<file path="config.mk">
export PLATFORM = sky130hd
export DESIGN_NAME = ov7670_stream_gen
export DESIGN_NICKNAME = d
export VERILOG_FILES = /design/src/rtl/ov7670_stream_gen.sv
export SDC_FILE = /design/constraint.sdc
export NUM_CORES = 1
export LEC_CHECK = 0
export ABC_AREA = 1
export CORE_UTILIZATION = 40
export CTS_BUF_LIST = sky130_fd_sc_hd__clkbuf_16
export DETAILED_ROUTE_END_ITERATION = 8
export GPL_TIMING_DRIVEN = 1
export PLACE_DENSITY = 0.64
export SLEW_MARGIN = 20
export SYNTH_ARGS = -nofsm -noshare
export SYNTH_HDL_FRONTEND = slang
export SYNTH_SLANG_ARGS = --single-unit
</file>
<file path="constraint.sdc">
create_clock -name clk -period 6 [get_ports clk]
set_input_delay 0.6 -clock clk [delete_from_list [all_inputs] [get_ports clk]]
set_output_delay 0.6 -clock clk [all_outputs]
set_load 0.05 [all_outputs]
</file>
<file path="src/rtl/ov7670_stream_gen.sv">
// OV7670 camera emulator: PCLK/VSYNC/HREF/D timing with selectable RGB565 test patterns.
// All frame outputs are registered and change only on the PCLK falling-edge tick.
module ov7670_stream_gen #(
    parameter int H_ACTIVE    = 640,
    parameter int V_ACTIVE    = 480,
    parameter int H_BLANK     = 144,
    parameter int VSYNC_LINES = 3,
    parameter int V_BACK      = 17,
    parameter int V_FRONT     = 10,
    parameter int PCLK_DIV    = 2,
    parameter int FCNT_W      = 8
) (
    input  logic              clk,
    input  logic              rst,
    input  logic              en,
    input  logic [1:0]        mode,
    input  logic [15:0]       const_rgb,
    output logic              PCLK,
    output logic              VSYNC,
    output logic              HREF,
    output logic [7:0]        D,
    output logic              frame_start,
    output logic [FCNT_W-1:0] frame_cnt
);

    localparam int              DW         = $clog2(PCLK_DIV);
    localparam logic [DW-1:0]   DIV_LAST   = DW'(PCLK_DIV - 1);
    localparam logic [DW-1:0]   DIV_HALF   = DW'(PCLK_DIV / 2);
    localparam logic [15:0]     LINE_M1    = 16'(2 * H_ACTIVE + H_BLANK - 1);
    localparam logic [15:0]     HREF_TICKS = 16'(2 * H_ACTIVE);
    localparam logic [15:0]     BAR_W      = 16'(H_ACTIVE / 8);
    localparam logic [FCNT_W-1:0] FCNT_ONE = {{(FCNT_W-1){1'b0}}, 1'b1};

    typedef enum logic [2:0] {S_IDLE, S_VSYNC, S_VBACK, S_ACTIVE, S_VFRONT} state_t;

    logic [DW-1:0]     r_div;
    logic              r_pclk;
    state_t            r_state;
    logic [15:0]       r_h;
    logic [15:0]       r_v;
    logic [1:0]        r_mode;
    logic [15:0]       r_const;
    logic              r_vsync;
    logic              r_href;
    logic [7:0]        r_d;
    logic              r_fs;
    logic [FCNT_W-1:0] r_fcnt;

    logic [DW-1:0]     w_div_inc;
    logic              w_tick;
    state_t            w_state;
    logic [15:0]       w_h;
    logic [15:0]       w_v;
    logic              w_entry;
    logic [15:0]       w_x;
    logic [15:0]       w_pix;
    logic              w_href;
    logic [7:0]        w_byte;

    function automatic logic [15:0] lines_of(input state_t s);
        case (s)
            S_VSYNC:  lines_of = 16'(VSYNC_LINES);
            S_VBACK:  lines_of = 16'(V_BACK);
            S_ACTIVE: lines_of = 16'(V_ACTIVE);
            default:  lines_of = 16'(V_FRONT);
        endcase
    endfunction

    function automatic logic [15:0] pattern(input logic [1:0] m, input logic [15:0] c,
                                            input logic [15:0] x, input logic y3);
        logic [15:0] bar;
        logic [5:0]  g;
        bar = x / BAR_W;
        g   = x[5:0];
        case (m)
            2'd0: begin
                case (bar)
                    16'd0:   pattern = 16'hFFFF;
                    16'd1:   pattern = 16'hFFE0;
                    16'd2:   pattern = 16'h07FF;
                    16'd3:   pattern = 16'h07E0;
                    16'd4:   pattern = 16'hF81F;
                    16'd5:   pattern = 16'hF800;
                    16'd6:   pattern = 16'h001F;
                    default: pattern = 16'h0000;
                endcase
            end
            2'd1:    pattern = {g[5:1], g, g[5:1]};
            2'd2:    pattern = (x[3] ^ y3) ? 16'hFFFF : 16'h0000;
            default: pattern = c;
        endcase
    endfunction

    assign w_div_inc = r_div + DW'(1);
    assign w_tick    = (r_div == DIV_LAST);

    always_ff @(posedge clk or negedge rst) begin
        if (!rst) begin
            r_div  <= '0;
            r_pclk <= 1'b0;
        end else if (w_tick) begin
            r_div  <= '0;
            r_pclk <= 1'b0;
        end else begin
            r_div <= w_div_inc;
            if (w_div_inc == DIV_HALF) r_pclk <= 1'b1;
        end
    end

    // Raster position the outputs will show after the coming tick; line ends drive state changes.
    always_comb begin
        w_state = r_state;
        w_h     = r_h;
        w_v     = r_v;
        w_entry = 1'b0;
        if (r_state == S_IDLE) begin
            if (en) begin
                w_state = S_VSYNC;
                w_h     = '0;
                w_v     = '0;
                w_entry = 1'b1;
            end
        end else if (r_h == LINE_M1) begin
            w_h = '0;
            if (r_v == lines_of(r_state) - 16'd1) begin
                w_v = '0;
                case (r_state)
                    S_VSYNC:  w_state = S_VBACK;
                    S_VBACK:  w_state = S_ACTIVE;
                    S_ACTIVE: w_state = S_VFRONT;
                    default: begin
                        w_state = en ? S_VSYNC : S_IDLE;
                        w_entry = en;
                    end
                endcase
            end else begin
                w_v = r_v + 16'd1;
            end
        end else begin
            w_h = r_h + 16'd1;
        end
    end

    assign w_x    = {1'b0, w_h[15:1]};
    assign w_pix  = pattern(r_mode, r_const, w_x, w_v[3]);
    assign w_href = (w_state == S_ACTIVE) && (w_h < HREF_TICKS);
    assign w_byte = w_h[0] ? w_pix[7:0] : w_pix[15:8];

    always_ff @(posedge clk or negedge rst) begin
        if (!rst) begin
            r_state <= S_IDLE;
            r_h     <= '0;
            r_v     <= '0;
            r_mode  <= '0;
            r_const <= '0;
            r_vsync <= 1'b0;
            r_href  <= 1'b0;
            r_d     <= '0;
            r_fs    <= 1'b0;
            r_fcnt  <= '0;
        end else if (w_tick) begin
            r_state <= w_state;
            r_h     <= w_h;
            r_v     <= w_v;
            r_vsync <= (w_state == S_VSYNC);
            r_href  <= w_href;
            r_d     <= w_href ? w_byte : 8'h00;
            r_fs    <= w_entry;
            if (w_entry) begin
                r_fcnt  <= r_fcnt + FCNT_ONE;
                r_mode  <= mode;
                r_const <= const_rgb;
            end
        end else begin
            r_fs <= 1'b0;
        end
    end

    assign PCLK        = r_pclk;
    assign VSYNC       = r_vsync;
    assign HREF        = r_href;
    assign D           = r_d;
    assign frame_start = r_fs;
    assign frame_cnt   = r_fcnt;

endmodule

</file>
==> results_dict.tcl, run 1 <==
set metrics [dict create \
    ir_worst_vdd_v 0.000150 \
    ff2ff_path_depth 37 \
    fmax_mhz 207 \
    worstMarginPinSlew_ns 1.06 \
    status "finished clean" \
    final_layout_size_suffix_gt1_frac 0.113 \
    syn_area_um2 4920 \
    postCtsSetupRepairBufs 0 \
    die_height_um 113 \
    drtIter0Drc 347 \
    synth_warnings 0 \
    synthesis.nets 715 \
    grt_usage 0.204 \
    clock_latency_ns 0.34 \
    synthCells 690 \
    crit_slowest_cell "nor2_1" \
    synth_seq_cells 73 \
    antenna_found_initial 0 \
    coreArea_um2 12000 \
    gp_congestion 0.882 \
    antenna_cells 0 \
    grt_setup_unrepaired "false" \
    yosys.cell_types.count 52 \
    grt_pass1_wl_um 21000 \
    clk_pin_slew_ns 0.06 \
    final_common_cell "nand2_1" \
    skew_ns 0.0101 \
    reg2reg_to "D[4]" \
    drt_first_pass_iters 5 \
    root_buffer "clkbuf_16" \
    cts_tree "built" \
    h-tree-depth 3 \
    clk_path_buf_depth 2 \
    final_core_util 0.479 \
    die_area_um2 12800 \
    critPathLaunchType "flip-flop" \
    cp_max_fo 12 \
    grt_pass1_vias 4392 \
    relSlewSlack 0.291 \
    fill_cells 1185 \
    vias 4654 \
    die_w_um 113 \
    grt_max_degree 74 \
    hp-class "primary input to asynchronous set/reset pin" \
    hold_slack_ns 0.476 \
    setup_viol 0 \
    remaining_drc_errors 0 \
    yosysSeqAreaShare 0.371 \
    ctsResizeCount 0 \
    reg2reg_from "r_state[2]" \
    slowest_delay_ns 0.53 \
    cp.arrival_ns 5.05 \
    p_leak_nw 2.91 \
    start_util 0.410 \
    critPathRequiredTime_ns 6.23 \
    worst_setup_path_end_kind "flip-flop" \
    post-route-period-util 0.804 \
    power_w 0.00103 \
    nNetsFinal 756 \
    critical_path_class "flip-flop to flip-flop" \
    drt_wl_total_um 12100 \
    final.setup.tns_ns 0 \
    std_cell_rows 40 \
    hold_buffers 0 \
    ant_nets 0 \
    final_cell_mix "nand2_1 (207), inv_1 (81), dfrtp_1 (73), o21ai_0 (53)" \
    ioPinCount 41 \
    area_delta_synth_final_pct 16.8 \
    powerDensity_nw_per_um2 179 \
    finalMaxSlewViolations 0 \
    avgViaCountPerCell 5.27 \
    clock-sinks 73 \
    hpwl_um 8930 \
    r2r_slack_ns 1.18 \
    hold_viol_final 0 \
    wl_per_cell_um 13.7 \
    cp_common_cell "nand2_1" \
    portBuffers 40 \
    max_cap_viol_count 0 \
    syn_avg_cell_area_um2 7.14 \
    cts_buffers 9 \
    grt.overflow.total 0 \
    finalCriticalPeriod_ns 4.82 \
]
[Yosys cell counts, drive strengths merged]
| library cell | count | area, um2 |
|---|---|---|
| a2111oi | 1 | 8.76 |
| a21boi | 1 | 7.51 |
| a21o | 1 | 7.51 |
| a21oi | 28 | 144 |
| a221oi | 1 | 8.76 |
| a22oi | 2 | 15.0 |
| a2bb2oi | 1 | 8.76 |
| a31oi | 2 | 12.5 |
| and2 | 1 | 6.26 |
| buf | 4 | 21.3 |
| clkbuf | 8 | 30.0 |
| clkinv | 2 | 7.51 |
| dfrtp | 73 | 1830 |
| ha | 4 | 50.1 |
| inv | 93 | 349 |
| mux2i | 1 | 22.5 |
| nand2 | 229 | 955 |
| nand3 | 56 | 388 |
| nand3b | 1 | 7.51 |
| nand4 | 21 | 138 |
| nor2 | 40 | 165 |
| nor3 | 10 | 55.1 |
| nor3b | 2 | 15.0 |
| nor4 | 9 | 68.8 |
| o2111ai | 2 | 17.5 |
| o211ai | 1 | 7.51 |
| o21a | 1 | 7.51 |
| o21ai | 58 | 302 |
| o21bai | 1 | 7.51 |
| o22ai | 17 | 106 |
| o311ai | 1 | 8.76 |
| o31ai | 2 | 15.0 |
| or2 | 2 | 15.0 |
| or3 | 1 | 6.26 |
| xnor2 | 4 | 35.0 |
| xor2 | 9 | 78.8 |
[critical path, delay by kind of cell, from the launching register on]
family	cells	cell delay, ns
simple gates	34	3.86
flops	1	0.43
compound gates	3	0.42
[kinds of logic (layout without fill, tap and decap cells)]
logic type               after synthesis  in the layout  share of synthesized area
buffers and inverters                107            153                     0.0828
XOR/XNOR                              13             13                     0.0231
AO/OA/AOI/OAI                        120            120                      0.139
flip-flops                            73             73                      0.371
AND/OR/NAND/NOR                      372            372                      0.369
multiplexers                           1              1                    0.00457
adder cells (fa/ha/maj)                4              4                     0.0102
[how the worst max path moves through the flow]
stage	end	cells after the start	from	slack [ns]
after floorplan	D[1]	42	r_h[0]	2.12
after global placement	D[1]	37	en	1.32
after detailed placement	D[4]	36	en	1.15
after CTS	D[4]	37	r_state[1]	1.16
after global routing	D[1]	37	r_state[2]	0.66
final	D[4]	37	r_state[2]	1.18
[routing by layer]
metal	vias to the layer above	routed length (um)	global-route usage
met4	0	234	0.0781
met3	16	377	0.0279
met5	-	0	0
met2	92	5470	0.319
met1	2183	6010	0.287
li1	2363	-	-
[where the power goes]
part / internal, W / leakage [nW] / switching [W] / total (W)
combinational: 0.0000113 / 1.88 / 0.0000114 / 0.0000228
clock: 0.000287 / 0.135 / 0.000225 / 0.000512
sequential: 0.000492 / 0.892 / 0 / 0.000492
[metrics by stage]
stage                     worst slack (ns)  cell area (um2)  std cells
after global placement                1.32             5470        867
after CTS                             1.16             5750        883
after floorplan                       2.12             4920        690
final                                 1.18             5750        883
after detailed placement              1.15             5470        867
after global routing                 0.663             5750        883
[cell type report]
class | instances | area [um2] | share of cell area
clock inverter | 7 | 61.3 | 0.0107
clock buffer | 9 | 225 | 0.0391
multi-input combinational | 510 | 2690 | 0.467
tap | 147 | 184 | 0.0320
inverter | 95 | 357 | 0.0620
sequential | 73 | 1830 | 0.317
timing repair buffer | 42 | 410 | 0.0713
[sequential cells by signal, indices dropped and copies added (netlist names)]
name,cells
r_div,1
r_state,3
frame_cnt,8
r_mode,2
r_h,16
D,8
r_const,16
HREF,1
frame_start,1
r_v,16
VSYNC,1
No activity file was read; power rests on OpenSTA's default activity.
==> run 2: changes to the inputs <==
PLACE_DENSITY = 0.66   (was 0.64)
clock period = 3.9 ns   (was 6 ns; I/O delays follow)
==> results_dict.tcl, run 2 (same netlist as run 1, synthesis figures left out) <==
set metrics [dict create \
    post-route-period-util 1.10 \
    hold_buffers 0 \
    ff_latch_area_um2 1830 \
    finalMaxSlewViolations 0 \
    start_util 0.410 \
    clock-sinks 73 \
    final_common_cell "nand2_1" \
    cp.arrival_ns 4.56 \
    die_height_um 113 \
    cts_tree "built" \
    multiInputGateArea_um2 2980 \
    grt_max_degree 74 \
    critPathLaunchType "flip-flop" \
    ant_nets 0 \
    grt.overflow.total 0 \
    hpwl_um 9530 \
    placed_cell_area_um2 5950 \
    max_cap_viol_count 0 \
    critPathTopFamily "simple AND/OR/NAND/NOR gates" \
    nNetsFinal 841 \
    drt_first_pass_iters 5 \
    remaining_drc_errors 0 \
    worst_setup_path_end_kind "flip-flop" \
    cp_max_fo 6 \
    crit_slowest_cell "dfrtp_1" \
    finalCriticalPeriod_ns 4.29 \
    path_depth 40 \
    die_w_um 113 \
    avgViaCountPerCell 5.23 \
    root_buffer "clkbuf_16" \
    power_w 0.00170 \
    cts_buffers 9 \
    grt_pass1_vias 4975 \
    clk_path_buf_depth 2 \
    grt_usage 0.223 \
    clk_pin_slew_ns 0.06 \
    grt_pass1_wl_um 22900 \
    setup_viol 9 \
    drt_wl_total_um 13500 \
    hp-class "primary input to asynchronous set/reset pin" \
    critPathRequiredTime_ns 4.18 \
    wl_per_cell_um 13.9 \
    cp_common_cell "nand2_4" \
    ir_worst_vdd_v 0.000192 \
    drtIter0Drc 320 \
    antenna_cells 0 \
    final_core_util 0.562 \
    slowest_delay_ns 0.37 \
    r2r_slack_ns -0.39 \
    ioPinCount 41 \
    setup_ws_ns -0.387 \
    die_area_um2 12800 \
    worstMarginPinSlew_ns 1.01 \
    violations "negative setup slack" \
    gp_congestion 0.889 \
    h-tree-depth 3 \
    final_cell_mix "nand2_1 (191), buf_4 (84), inv_1 (77), dfrtp_1 (71), o21ai_0 (49)" \
    crit_buf_inv 2 \
    final_layout_size_suffix_gt1_frac 0.251 \
    status "finished with violations" \
    portBuffers 40 \
    coreArea_um2 12000 \
    final.setup.tns_ns -3.03 \
    powerDensity_nw_per_um2 251 \
    top_regs "r_const x16, r_h x16, r_v x16" \
    hold_slack_ns 0.181 \
    clock_latency_ns 0.34 \
    fmax_mhz 233 \
    hold_viol_final 0 \
    grt_setup_unrepaired "true" \
    antenna_found_initial 0 \
    std_cell_rows 40 \
    area_delta_synth_final_pct 37.1 \
    p_leak_nw 3.40 \
    fill_cells 1069 \
    finalInstanceArea_um2 6750 \
    ff2ff_path_depth 40 \
    critical_path_class "flip-flop to flip-flop" \
    vias 5067 \
    relSlewSlack 0.325 \
    skew_ns 0.00587 \
]
==> run 2: through the flow <==
| step | setup slack [ns] | instances |
|---|---|---|
| 6_report | -0.387 | 968 |
| 5_1_grt | -0.801 | 968 |
| 4_1_cts | -0.232 | 961 |
| 3_5_place_dp | -0.532 | 931 |
| 3_3_place_gp | -0.277 | 931 |
| 2_1_floorplan | 0.0213 | 690 |
==> run 2: layout make-up <==
cell class / instances / share of cell area
clock inverters: 7 / 0.0152
multi-input cells: 510 / 0.441
well taps: 147 / 0.0272
flip-flops and latches: 73 / 0.271
clock buffers: 9 / 0.0333
inverters: 95 / 0.0534
repair buffers: 127 / 0.159
==> run 2: worst paths after layout <==
path,to,startpoint
max,D[4],r_h[1]
min reg2reg,frame_cnt[7],frame_cnt[7]
min,r_v[8],rst
max in group asynchronous,r_h[2],rst
min in group clk,frame_cnt[7],frame_cnt[7]
max reg2reg,D[4],r_h[1]
==> run 2: what timing repair did <==
item | in CTS | in global routing
gates resized for setup | 32 | 40
buffers inserted | 14 | 7
pin swaps | 21 | 17
endpoints found under the setup margin | 9 | 9
==> run 2: where the power goes <==
part,switching [W],internal [W]
Combinational,0.0000169,0.0000170
Clock,0.000340,0.000565
Sequential,0,0.000757
Total,0.000357,0.00134
==> run 2: metal layers <==
| layer | routed length (um) | track usage | vias to the layer above |
|---|---|---|---|
| met1 | 5900 | 0.284 | 2398 |
| met3 | 530 | 0.0332 | 18 |
| li1 | - | - | 2533 |
| met4 | 235 | 0.0930 | 0 |
| met2 | 6810 | 0.378 | 118 |
| met5 | 0 | 0 | - |
